### src/rtl/if_id_queue_pkg.sv
// Shared types and constants for the fetch-to-decode instruction queue.
package iq_pkg;

    // Bubble presented to decode whenever the queue is empty (opcode 5'b01111).
    localparam logic [31:0] IQ_NOP = 32'h7800_0000;

    typedef struct packed {
        logic [31:0] pc;
        logic [31:0] instr;
    } iq_entry_t;

endpackage

### src/rtl/if_id_queue_if.sv
// Fetch/decode handshake bundle for the instruction queue; master drives fetch side and decode ready.
interface if_id_queue_if #(
    parameter int DEPTH = 4
);
    localparam int PTR_W = $clog2(DEPTH);

    logic             in_valid;
    logic [31:0]      in_pc;
    logic [31:0]      in_instr;
    logic             in_ready;
    logic             flush;
    logic             out_ready;
    logic             out_valid;
    logic [31:0]      out_pc;
    logic [31:0]      out_instr;
    logic [PTR_W:0]   count;

    modport master (
        output in_valid, in_pc, in_instr, flush, out_ready,
        input  in_ready, out_valid, out_pc, out_instr, count
    );

    modport slave (
        input  in_valid, in_pc, in_instr, flush, out_ready,
        output in_ready, out_valid, out_pc, out_instr, count
    );

endinterface

### src/rtl/if_id_queue_storage.sv
// Entry storage for the instruction queue: one synchronous write port, one combinational read port.
module iq_storage
    import iq_pkg::*;
#(
    parameter int DEPTH = 4,
    parameter int PTR_W = $clog2(DEPTH)
) (
    input  logic             clk,
    input  logic             we,
    input  logic [PTR_W-1:0] waddr,
    input  iq_entry_t        wdata,
    input  logic [PTR_W-1:0] raddr,
    output iq_entry_t        rdata
);

    iq_entry_t mem [DEPTH];

    // Contents are deliberately left unreset; validity is tracked by the count.
    always_ff @(posedge clk) begin
        if (we) begin
            mem[waddr] <= wdata;
        end
    end

    assign rdata = mem[raddr];

endmodule

### src/rtl/if_id_queue.sv
// Decoupling queue between fetch and decode: in-order {pc, instr} buffer with stall, flush and NOP fill.
module if_id_queue
    import iq_pkg::*;
#(
    parameter int DEPTH = 4
) (
    input  logic         clk,
    input  logic         rst_n,
    if_id_queue_if.slave q
);

    localparam int              PTR_W    = $clog2(DEPTH);
    localparam logic [PTR_W:0]  FULL_CNT = (PTR_W + 1)'(DEPTH);

    logic [PTR_W-1:0] rd_ptr;
    logic [PTR_W-1:0] wr_ptr;
    logic [PTR_W:0]   cnt;
    logic             push;
    logic             pop;
    iq_entry_t        wdata;
    iq_entry_t        rdata;

    assign wdata = '{pc: q.in_pc, instr: q.in_instr};

    iq_storage #(
        .DEPTH (DEPTH),
        .PTR_W (PTR_W)
    ) u_storage (
        .clk   (clk),
        .we    (push),
        .waddr (wr_ptr),
        .wdata (wdata),
        .raddr (rd_ptr),
        .rdata (rdata)
    );

    // A pop while full frees the slot for a same-cycle push, so streaming never bubbles.
    assign q.out_valid = (cnt != '0);
    assign q.in_ready  = q.flush | (cnt != FULL_CNT) | (q.out_valid & q.out_ready);
    assign q.out_pc    = q.out_valid ? rdata.pc    : 32'h0;
    assign q.out_instr = q.out_valid ? rdata.instr : IQ_NOP;
    assign q.count     = cnt;

    assign push = q.in_valid  & q.in_ready  & ~q.flush;
    assign pop  = q.out_valid & q.out_ready & ~q.flush;

    // Pointers wrap naturally because DEPTH is a power of two.
    always_ff @(posedge clk or negedge rst_n) begin
        if (!rst_n) begin
            rd_ptr <= '0;
            wr_ptr <= '0;
            cnt    <= '0;
        end else if (q.flush) begin
            rd_ptr <= '0;
            wr_ptr <= '0;
            cnt    <= '0;
        end else begin
            if (push) wr_ptr <= wr_ptr + 1'b1;
            if (pop)  rd_ptr <= rd_ptr + 1'b1;
            case ({push, pop})
                2'b10:   cnt <= cnt + 1'b1;
                2'b01:   cnt <= cnt - 1'b1;
                default: cnt <= cnt;
            endcase
        end
    end

    // Simulation checks: pointer distance agrees with count, and fetch honours the stall.
    logic [PTR_W-1:0] ptr_diff;
    assign ptr_diff = wr_ptr - rd_ptr;

    always @(posedge clk) begin
        if (rst_n) begin
            assert (ptr_diff == cnt[PTR_W-1:0] && cnt <= FULL_CNT)
                else $error("if_id_queue: pointer distance %0d disagrees with count %0d", ptr_diff, cnt);
            assert (!(q.in_valid && !q.in_ready))
                else $warning("if_id_queue: in_valid while in_ready low, entry dropped");
        end
    end

endmodule

### src/flat_wrapper.sv
// flat-port wrapper written by rule: the top's interface ports become plain ports
module if_id_queue_flat import iq_pkg::*;
#(
    parameter int DEPTH = 4
)
  (clk, rst_n, q_in_valid, q_in_pc, q_in_instr, q_flush, q_out_ready, q_in_ready, q_out_valid, q_out_pc, q_out_instr, q_count);
  if_id_queue_if #(.DEPTH(DEPTH)) q_i ();
  input  logic clk;
  input  logic rst_n;
  input wire logic [$bits(q_i.in_valid)-1:0] q_in_valid;
  input wire logic [$bits(q_i.in_pc)-1:0] q_in_pc;
  input wire logic [$bits(q_i.in_instr)-1:0] q_in_instr;
  input wire logic [$bits(q_i.flush)-1:0] q_flush;
  input wire logic [$bits(q_i.out_ready)-1:0] q_out_ready;
  output wire logic [$bits(q_i.in_ready)-1:0] q_in_ready;
  output wire logic [$bits(q_i.out_valid)-1:0] q_out_valid;
  output wire logic [$bits(q_i.out_pc)-1:0] q_out_pc;
  output wire logic [$bits(q_i.out_instr)-1:0] q_out_instr;
  output wire logic [$bits(q_i.count)-1:0] q_count;
  assign q_i.in_valid = q_in_valid;
  assign q_i.in_pc = q_in_pc;
  assign q_i.in_instr = q_in_instr;
  assign q_i.flush = q_flush;
  assign q_i.out_ready = q_out_ready;
  assign q_in_ready = q_i.in_ready;
  assign q_out_valid = q_i.out_valid;
  assign q_out_pc = q_i.out_pc;
  assign q_out_instr = q_i.out_instr;
  assign q_count = q_i.count;
  if_id_queue #(.DEPTH(DEPTH)) u_core (.clk(clk), .rst_n(rst_n), .q(q_i));
endmodule
### config.mk
export PLATFORM = sky130hd
export DESIGN_NAME = if_id_queue_flat
export DESIGN_NICKNAME = d
export VERILOG_FILES = /design/src/rtl/if_id_queue_pkg.sv /design/src/rtl/if_id_queue_if.sv /design/src/rtl/if_id_queue_storage.sv /design/src/rtl/if_id_queue.sv /design/src/flat_wrapper.sv
export SDC_FILE = /design/constraint.sdc
export NUM_CORES = 1
export LEC_CHECK = 0
export CAP_MARGIN = 20
export CORE_UTILIZATION = 30
export CTS_CLUSTER_SIZE = 12
export DETAILED_ROUTE_END_ITERATION = 10
export HOLD_SLACK_MARGIN = 0.06
export PLACE_DENSITY = 0.5
export SYNTH_ARGS = -nofsm -noshare
export SYNTH_HDL_FRONTEND = slang
export SYNTH_HIERARCHICAL = 1
export SYNTH_SLANG_ARGS = --single-unit
export TNS_END_PERCENT = 10
### constraint.sdc
create_clock -name clk -period 6.71 [get_ports clk]
set_clock_uncertainty 0.05 [all_clocks]
set_input_delay 1.0065 -clock clk [delete_from_list [all_inputs] [get_ports clk]]
set_output_delay 1.0065 -clock clk [all_outputs]
set_load 0.005 [all_outputs]
=== Word level (Yosys, flattened, before mapping) ===
Memory sizes are Yosys's and may differ from the RTL's.
Index checks and enable logic that the tools add are counted.

* Register bits: 7
* Latch bits: 0
* Memory bits (writable): 256
* ROM bits: 0
* Input bits: 69
* Output and inout port bits: 69
* Logic and storage cells: 32
* Memories: 1

* $add $sub $neg: 4
* Multipliers: 0
* Divide/modulo/power cells: 0
* Order comparisons: 0
* Equality and inequality tests: 3
* Shift operators: 0
* Mux-type cells: 10
* Bitwise gates (word level): 7
* Reductions and logical operators: 4

{| class="wikitable"
|+ Memory list
! memory !! depth !! width !! rd ports !! clocked after memory_dff !! wr ports !! RTL line !! source
|-
| u_core.u_storage.mem || 4 || 64 || 1 || 0 || 1 || if_id_queue_storage.sv:16 || <nowiki>iq_entry_t mem [DEPTH];</nowiki>
|}

{| class="wikitable"
|+ Operator list
! kind !! number
|-
| $mux W32 || 2
|-
| $mux W2 || 4
|-
| $pmux W3 S2 || 1
|-
| $reduce_bool A3 Y1 || 2
|-
| $add A2 B1 Y2 const B || 2
|-
| $and A1 B1 Y1 || 4
|-
| $reduce_bool A2 Y1 || 2
|-
| $add A3 B1 Y3 const B || 1
|-
| $mux W3 || 1
|-
| $ne A3 B3 Y1 const B || 1
|-
| $sub A3 B1 Y3 const B || 1
|-
| $eq A2 B1 Y1 const B || 1
|-
| $eq A2 B2 Y1 const B || 1
|-
| $mux W1 || 2
|-
| $or A1 B1 Y1 || 2
|-
| $not A1 Y1 || 1
|}

=== Longest topological paths before layout ===
Gate-level depths: netlist of run 1.

* Word-level depth: 8
* Mapped depth: 9
* Gate-level depth less buffers: 8

=== Modules after synthesis ===
The synthesis of run 1 kept the hierarchy.

{| class="wikitable"
|+ Modules (own cells, without submodules)
! module !! instances !! cells an instance !! area an instance (µm²) !! seq. area each (µm²)
|-
| iq_storage || 1 || 338 || 9341.5 || 7687.4
|-
| if_id_queue || 1 || 125 || 1012.2 || 175.2
|}

=== Worst setup path after synthesis of run 1 ===
No wires, ideal clock.

* Kind: in2reg
* From: input port q_in_valid
* To: memory u_core/u_storage/mem[0][0] (netlist name) (enable)
* Library setup time: 0.578 ns
* Arrival: 6.266 ns
* Required time: 6.082 ns
* Slack: -0.184 ns
* Cell stages on the path: 4
* Path buffers: 1
* Cell sequence: buf_2 > o31a_1 > nor2b_1 > nor3b_1

* Cells in the longest elaborated chain, start to end: 4

{| class="wikitable"
|+ Ends and longest elaborated chain
! what !! RTL line !! source
|-
| start, declared || flat_wrapper.sv:10 || <nowiki>input wire logic [$bits(q_i.in_valid)-1:0] q_in_valid;</nowiki>
|-
| $and A1 B1 Y1 (2 in a row) || if_id_queue.sv:44 || <nowiki>assign push = q.in_valid & q.in_ready & ~q.flush;</nowiki>
|-
| net u_core.push || if_id_queue.sv:18 || <nowiki>logic push;</nowiki>
|-
| $mux W1 || if_id_queue_storage.sv:20 || <nowiki>if (we) begin</nowiki>
|-
| $mux W1 (implied by the code) || if_id_queue_storage.sv:21 || <nowiki>mem[waddr] <= wdata;</nowiki>
|-
| end, declared || if_id_queue_storage.sv:16 ||
|}

The timed path passes the listed nets, and every way through them passes these cells.

==> run summary, run 1 <==
die width: 188 um
Reg clk slew, reported paths: 0.05 ns
maximum vdd ir drop: 0.162 mV
TritonCTS clock tree: built
pwr/cell area: 310 nW/um^2
Reg power frac: 47.4%
WP data required: 5.65 ns
most frequent cell after synthesis: edfxtp_1
crit path max fanout: 27
Max clock buf depth: 3
TNS Setup: 0 ns
Arr. time, crit path: 3.22 ns
Yosys cell types: 39
Net Sw Power: 891 uW
Final Hold Violating Endpoints: 0
Max Cap Viol: 0
Synth Area in Compound Gates: 1.08%
die area: 35300 um^2
Pre-antenna DRT Iters: 4
port bufs: 137
Post-synth EDFFs: 256
Sw Share: 22.1%
largest net degree at the start of global routing: 68
Syn Area/Cell: 22.4 um^2
Mapped Area: 10400 um^2
Synth Area in XOR/XNOR: 0.338%
hold_buf cts: 0
post-synthesis sequential area ratio: 75.9%
DRC viols: 0
routability-driven placement congestion ratio: 0.701
Synth Instances: 463
Post-Synth Simple-Gate Area: 5.97%
core area: 33800 um^2
Setup crit end kind: primary output
Clk Latency, worst-skew pair: 0.52 ns
GRT Total Usage: 11.9%
Main synth FF type: edfxtp_1
first-pass GRT wire length: 31800 um
root buffer cell: clkbuf_16
Clock power frac: 35.2%
remaining global-route overflow: 0
CP Class: reg2out
clock sinks: 263
Vias/cell: 4.53
CP startpoint kind: flip-flop
via count: 4878
Synth top area share: 74.2%
# setup viols final: 0
vias in the first global route: 5479
DRT iter0 DRCs: 370
hold endpoint: u_core/wr_ptr[1]
Critical R2R Launch: u_core/q.count[1]
ANT nets after route: 0
RSZ-0062 raised after global routing: no
total CTS buffers: 28
Ports: 138
Adder-Cell Fraction of Synth Area: 0.193%
dpl hpwl: 11900 um
H-tree depth: 1
row count: 67
Max Slew Vio Count: 0
Post-synth top cells: edfxtp_1 (256), mux4_2 (60), and2_1 (40)
Initial Util: 30.6%
hold crit path type: reg2reg
Worst Hold Path Cells: 2
die extent in y: 188 um
post-layout power: 4.03 mW
Syn Nets: 533
largest family of logic cells by synthesized area: multiplexers
fin worst setup slack: 2.43 ns
#FFs+latches synth: 263
initial antenna violation count: 1
Place WS: 2.33 ns
fin crit share: 63.8%
Ys Warns: 6
FF-to-FF setup slack: 3.67 ns
layout cells sized above 1: 21.2%
Total Wirelength: 20700 um
Post-CTS Repair Setup Buffers: 0
P&R area growth vs syn: 25.6%
LEAKAGE: 4.07 nW
worst min-delay path startpoint: u_core/wr_ptr[1]
wire per inst: 19.3 um
internal power: 3.14 mW
status: completed
Max Freq: 234 MHz
Comb pwr share: 17.3%
post-synthesis mux area share: 14.2%
Area contributors post-synth: edfxtp_1 (74%), mux4_2 (13%), and2_1 (2.4%)
hold slack: 0.643 ns
Slew HR: 30.8%
# resized after CTS: 0
ys async rst share: 2.66%
Reg2Reg Depth: 5
Nets: 682
Crit Reg-Reg Endpoint: u_core/u_storage/mem[0][24]
minimum clock period: 4.28 ns
dominant cell type by area after synthesis: edfxtp_1
Slew @ Worst Pin: 1.04 ns
## per-layer routing
layer | wire length (um) | share of wire, % | GRT usage [%]
met1 | 9070 | 44 | 15.2
met2 | 10300 | 50 | 20.2
met3 | 1030 | 5.0 | 2.68
met4 | 352 | 1.7 | 3.25
met5 | 10 | 0.048 | 0
## registers in the layout (all words and copies together) (netlist names)
register	flops
u_core/rd_ptr	2
u_core/wr_ptr	2
u_core/q.count	3
u_core/u_storage/mem	256
## how the worst max path moves through the flow
stage	end	startpoint	slack (ns)
after floorplan	u_core/u_storage/mem[0][0]	q_in_valid	2.12
after global placement	u_core/u_storage/mem[0][18]	q_out_ready	2.44
after detailed placement	u_core/u_storage/mem[0][18]	q_out_ready	2.33
after CTS	q_out_instr[2]	u_core/rd_ptr[0]	2.29
after global routing	q_out_instr[2]	u_core/rd_ptr[0]	2.17
final	q_out_instr[2]	u_core/rd_ptr[0]	2.43
## power groups by stage
stage                     combinational [mW]  clock, mW  sequential (mW)
after global routing                   0.757       1.52             1.92
after detailed placement               0.714          0             1.95
after CTS                              0.719       1.47             1.92
after global placement                 0.681          0             1.97
after floorplan                        0.429          0             1.91
final                                  0.698       1.42             1.91
## worst max-delay path: stages, from the launching register on
cell	delay (ns)
dfrtp_4	0.79
buf_16	0.29
buf_4	0.38
mux4_1	0.62
and2_4	0.15
clkdlybuf4s50_1	0.44
## per-stage QoR
step,util (%),area (um^2),cells
4_1_cts,38.4,13000,1075
6_report,38.5,13000,1077
2_1_floorplan,-,10400,463
3_3_place_gp,35.8,12100,1028
5_1_grt,38.5,13000,1076
3_5_place_dp,35.9,12100,1029
## final cells by class
| cell class | count | area (um^2) |
|---|---|---|
| fillers | 3042 | 20800 |
| flip-flops and latches | 263 | 7870 |
| multi-input cells | 175 | 2270 |
| repair buffers | 143 | 1450 |
| clock buffers | 34 | 744 |
| well taps | 448 | 561 |
| clock inverters | 12 | 103 |
| inverters | 1 | 3.75 |
| diodes | 1 | 2.50 |
## kinds of logic after synthesis
group | count (synthesis)
flip-flops | 263
AND/OR/NAND/NOR | 91
multiplexers | 65
buffers and inverters | 25
AO/OA/AOI/OAI | 14
XOR/XNOR | 4
adder cells (fa/ha/maj) | 1
## cell usage in the layout, fill, tap and decap left out, types with 5 or more instances in the layout
cell | Yosys | routed
clkbuf_1 | 4 | 5
and2_1 | 40 | 40
mux4_2 | 60 | 60
nand2b_1 | 5 | 5
clkbuf_16 | 0 | 29
and2_4 | 20 | 20
dfrtp_1 | 7 | 5
nor2_1 | 8 | 8
clkinv_1 | 0 | 6
clkdlybuf4s50_1 | 0 | 137
edfxtp_1 | 256 | 256
(Power assumes the default switching activity.)
==> run 2, diff against run 1 <==
--- a/config.mk
+++ b/config.mk
@@ -10,7 +10,7 @@
 export CTS_CLUSTER_SIZE = 12
 export DETAILED_ROUTE_END_ITERATION = 10
 export HOLD_SLACK_MARGIN = 0.06
-export PLACE_DENSITY = 0.5
+export PLACE_DENSITY = 0.49
 export SYNTH_ARGS = -nofsm -noshare
 export SYNTH_HDL_FRONTEND = slang
 export SYNTH_HIERARCHICAL = 1
==> constraint.sdc (replaced) <==
create_clock -name clk -period 4 [get_ports clk]
set_clock_uncertainty 0.05 [all_clocks]
set_input_delay 0.6 -clock clk [delete_from_list [all_inputs] [get_ports clk]]
set_output_delay 0.6 -clock clk [all_outputs]
set_load 0.005 [all_outputs]
==> run summary, run 2 (synthesis results as in run 1) <==
DRC viols: 0
Critical R2R Launch: u_core/q.count[1]
Fillers: 3078
first-pass GRT wire length: 31900 um
fin worst setup slack: 0.603 ns
core area: 33800 um^2
Arr. time, crit path: 2.75 ns
M1 GR Usage: 16.2%
Reg clk slew, reported paths: 0.06 ns
largest net degree at the start of global routing: 68
row count: 67
vias in the first global route: 5378
Reg power frac: 46.0%
LEAKAGE: 4.13 nW
remaining global-route overflow: 0
most frequent cells in the layout: edfxtp_1 (256), clkdlybuf4s50_1 (137), mux4_2 (60)
root buffer cell: clkbuf_16
Ports: 138
Reg2Reg Depth: 8
Slew HR: 45.6%
pwr/cell area: 527 nW/um^2
Setup crit end kind: primary output
Post-CTS Repair Setup Buffers: 0
maximum vdd ir drop: 0.280 mV
Max Cap Viol: 0
DRT iter0 DRCs: 292
max reg flops: 256
Net Sw Power: 1.49 mW
H-tree depth: 1
hold crit path type: in2async
status: completed
Place WS: 0.706 ns
die area: 35300 um^2
CP startpoint kind: flip-flop
total CTS buffers: 28
P&R area growth vs syn: 26.9%
via count: 4935
WP data required: 3.35 ns
Max Freq: 294 MHz
initial antenna violation count: 0
die extent in y: 188 um
fin crit share: 84.9%
Vias/cell: 4.56
RSZ-0062 raised after global routing: no
hold_buf cts: 0
Top Usage Layer GRT: met2
Biggest register: u_core/u_storage/mem
internal power: 5.43 mW
M3 GR Usage: 2.56%
wire per inst: 19.4 um
Pre-antenna DRT Iters: 4
most common cell after layout, fill and taps aside: edfxtp_1
Sw Share: 21.6%
routability-driven placement congestion ratio: 0.676
dpl hpwl: 12300 um
FF-to-FF setup slack: 1.13 ns
layout cells sized above 1: 22.2%
Max Slew Vio Count: 0
ANT nets after route: 0
Clock power frac: 36.6%
die width: 188 um
clock sinks: 263
port bufs: 137
TNS Setup: 0 ns
Slew @ Worst Pin: 0.817 ns
Initial Util: 30.6%
Final Hold Violating Endpoints: 0
grt met2 use: 19.5%
Total Wirelength: 21000 um
# setup viols final: 0
Clk Latency, worst-skew pair: 0.52 ns
GRT Total Usage: 11.9%
CP Class: reg2out
Max clock buf depth: 3
Nets: 686
Inserted Diodes: 0
TritonCTS clock tree: built
Comb pwr share: 17.4%
Crit Reg-Reg Endpoint: u_core/q.count[1]
minimum clock period: 3.40 ns
crit path max fanout: 16
# resized after CTS: 0
-- run 2: how the worst max path moves through the flow --
stage	startpoint	end	slack [ns]	cells past startpoint
after floorplan	q_in_valid	u_core/u_storage/mem[0][0]	0.68	4
after global placement	q_out_ready	u_core/u_storage/mem[3][18]	0.78	6
after detailed placement	q_out_ready	u_core/u_storage/mem[3][34]	0.71	6
after CTS	u_core/rd_ptr[0]	q_out_pc[31]	0.52	4
after global routing	u_core/rd_ptr[0]	q_out_pc[31]	0.45	4
final	u_core/rd_ptr[0]	q_out_pc[31]	0.60	4
-- run 2: stage by stage --
stage	cells	util, %	power [mW]	hold WS, ns	area [um^2]
floorplan	463	-	3.93	0.254	10400
global placement	1034	36.2	4.47	0.606	12200
detailed placement	1034	36.2	4.48	0.616	12200
CTS	1083	38.9	7.05	0.297	13100
global route	1083	38.9	7.23	0.309	13100
finish	1083	38.9	6.92	0.299	13100
-- run 2: critical path: stages (launching register included) --
cell,delay [ns]
dfrtp_4,0.61
buf_4,0.39
mux4_1,0.61
and2_1,0.16
clkdlybuf4s50_1,0.44
-- run 2: area by class of cell --
class / count / area [um^2] / share of cell area [%]
Tap cell: 448 / 561 / 4.27
Inverter: 1 / 3.75 / 0.0286
Timing Repair Buffer: 147 / 1510 / 11.5
Sequential cell: 263 / 7870 / 59.9
Clock inverter: 7 / 109 / 0.828
Multi-Input combinational cell: 175 / 2270 / 17.3
Clock buffer: 42 / 815 / 6.20
-- run 2: routing by layer --
metal	vias up	wire (um)
met5	-	0
met4	0	308
met1	2582	9450
met2	128	10200
met3	28	1070
li1	2197	-
-- run 2: power by group through the flow --
stage,registers [mW],logic [mW],clock network [mW]
6_report,3.18,1.21,2.53
3_5_place_dp,3.24,1.24,0
4_1_cts,3.19,1.24,2.62
3_3_place_gp,3.24,1.23,0
2_1_floorplan,3.20,0.721,0
5_1_grt,3.19,1.31,2.73
==> run 3, diff against run 2 <==
--- a/config.mk
+++ b/config.mk
@@ -10,7 +10,7 @@
 export CTS_CLUSTER_SIZE = 12
 export DETAILED_ROUTE_END_ITERATION = 10
 export HOLD_SLACK_MARGIN = 0.06
-export PLACE_DENSITY = 0.49
+export PLACE_DENSITY = 0.5
 export SYNTH_ARGS = -nofsm -noshare
 export SYNTH_HDL_FRONTEND = slang
 export SYNTH_HIERARCHICAL = 1
==> constraint.sdc (replaced) <==
create_clock -name clk -period 3 [get_ports clk]
set_clock_uncertainty 0.05 [all_clocks]
set_input_delay 0.45 -clock clk [delete_from_list [all_inputs] [get_ports clk]]
set_output_delay 0.45 -clock clk [all_outputs]
set_load 0.005 [all_outputs]
==> run summary, run 3 (synthesis results as in run 1) <==
status: completed
Max Cap Viol: 0
Max Slew Vio Count: 0
ANT nets after route: 0
P&R area growth vs syn: 28.3%
# setup viols final: 0
maximum vdd ir drop: 0.394 mV
H-tree depth: 1
TritonCTS clock tree: built
post-layout power: 9.06 mW
critical-path cell list: buf_16, mux4_2, and2_4, clkdlybuf4s50_1
Biggest register: u_core/u_storage/mem
Ports: 138
core area: 33800 um^2
Slew HR: 69.3%
Place WS: 0.333 ns
port bufs: 137
hold slack: 0.127 ns
Worst setup endpoint: q_out_instr[0]
Nets: 703
die area: 35300 um^2
row count: 67
Layout Cells excl Fill: 1100
Critical R2R Launch: u_core/q.count[0]
most frequent cells in the layout: edfxtp_1 (256), clkdlybuf4s50_1 (115), mux4_2 (62)
hold_buf cts: 0
Clk Latency, worst-skew pair: 0.53 ns
via count: 5057
Fillers: 3050
FF/Latch Area: 7870 um^2
Setup crit end kind: primary output
Post-Place Cells: 1042
Inserted Diodes: 0
fin crit share: 97.3%
root buffer cell: clkbuf_16
wire per inst: 20.1 um
Crit Reg-Reg Endpoint: u_core/q.count[1]
most common cell after layout, fill and taps aside: edfxtp_1
CP startpoint kind: flip-flop
Initial Util: 30.6%
crit-path max cell delay: 0.55 ns
initial antenna violation count: 2
total CTS buffers: 28
Final Hold Violating Endpoints: 0
Max Freq: 343 MHz
Setup crit start: u_core/rd_ptr[0]
WP data required: 2.50 ns
hold crit path type: in2async
routability-driven placement congestion ratio: 0.724
area occupied by multi-input gates: 2310 um^2
Slew @ Worst Pin: 0.459 ns
vias in the first global route: 5562
Pre-antenna DRT Iters: 4
pwr/cell area: 682 nW/um^2
LEAKAGE: 4.28 nW
DRC viols: 0
first-pass GRT wire length: 33500 um
DRT iter0 DRCs: 269
Max clock buf depth: 3
FF-to-FF setup slack: 0.47 ns
CP Class: reg2out
placed inst area: 12300 um^2
finished layout cell area: 13300 um^2
clock sinks: 263
layout cells sized above 1: 24.8%
die extent in y: 188 um
fin worst setup slack: 0.0820 ns
crit path max fanout: 11
Vias/cell: 4.60
max reg flops: 256
dpl hpwl: 12600 um
minimum clock period: 2.92 ns
RSZ-0062 raised after global routing: no
CP max stage cell: mux4_2
largest net degree at the start of global routing: 44
Reg2Reg Depth: 8
Arr. time, crit path: 2.42 ns
Reg clk slew, reported paths: 0.06 ns
die width: 188 um
remaining global-route overflow: 0
GRT Total Usage: 12.6%
Total Wirelength: 22100 um
-- run 3: what timing repair did --
action                                  CTS  global route
buffers inserted                          0             5
resized for setup                        25             8
pin swaps                                 1             0
endpoints found under the setup margin   41            24
gates cloned                              2             2
-- run 3: report_power, final --
| part | internal [mW] | switching, mW |
|---|---|---|
| sequential | 4.16 | 0.0719 |
| clock | 1.78 | 1.31 |
| combinational | 1.03 | 0.706 |
| total | 6.97 | 2.09 |
-- run 3: worst min path at each step --
stage | startpoint | end | cells past startpoint
after floorplan | rst_n | u_core/q.count[0] | 0
after detailed placement | u_core/wr_ptr[1] | u_core/wr_ptr[1] | 2
after CTS | rst_n | u_core/rd_ptr[1] | 1
after global placement | u_core/q.count[1] | u_core/q.count[0] | 2
after global routing | rst_n | u_core/rd_ptr[1] | 1
final | rst_n | u_core/rd_ptr[1] | 1
-- run 3: cell type report --
class | instances | area share [%]
well taps | 448 | 4.22
clock inverters | 11 | 0.386
clock buffers | 38 | 5.79
multi-input cells | 177 | 17.4
repair buffers | 162 | 12.9
flip-flops and latches | 263 | 59.3
inverters | 1 | 0.0283
-- run 3: routing by layer --
metal | wire length, um | GRT usage (%) | up-vias | share of wire [%]
met5 | 13 | 0 | - | 0.059
met4 | 305 | 2.81 | 2 | 1.4
met3 | 1120 | 2.51 | 28 | 5.1
met2 | 10800 | 21.1 | 127 | 49
met1 | 9810 | 16.9 | 2672 | 44
li1 | - | - | 2228 | -
-- run 3: per-stage QoR --
stage	setup TNS (ns)	util, %
6_report	0	39.3
5_1_grt	0	39.3
4_1_cts	-0.0409	39.0
3_5_place_dp	0	36.6
3_3_place_gp	0	36.6
2_1_floorplan	-3.64	-
-- run 3: worst max-delay path: cells and delay by family (launching register included) --
kind,cells,cell delay [ns]
DFF,1,0.53
and+or+nand+nor,1,0.16
buffers and inverters,2,0.64
muxes,1,0.55
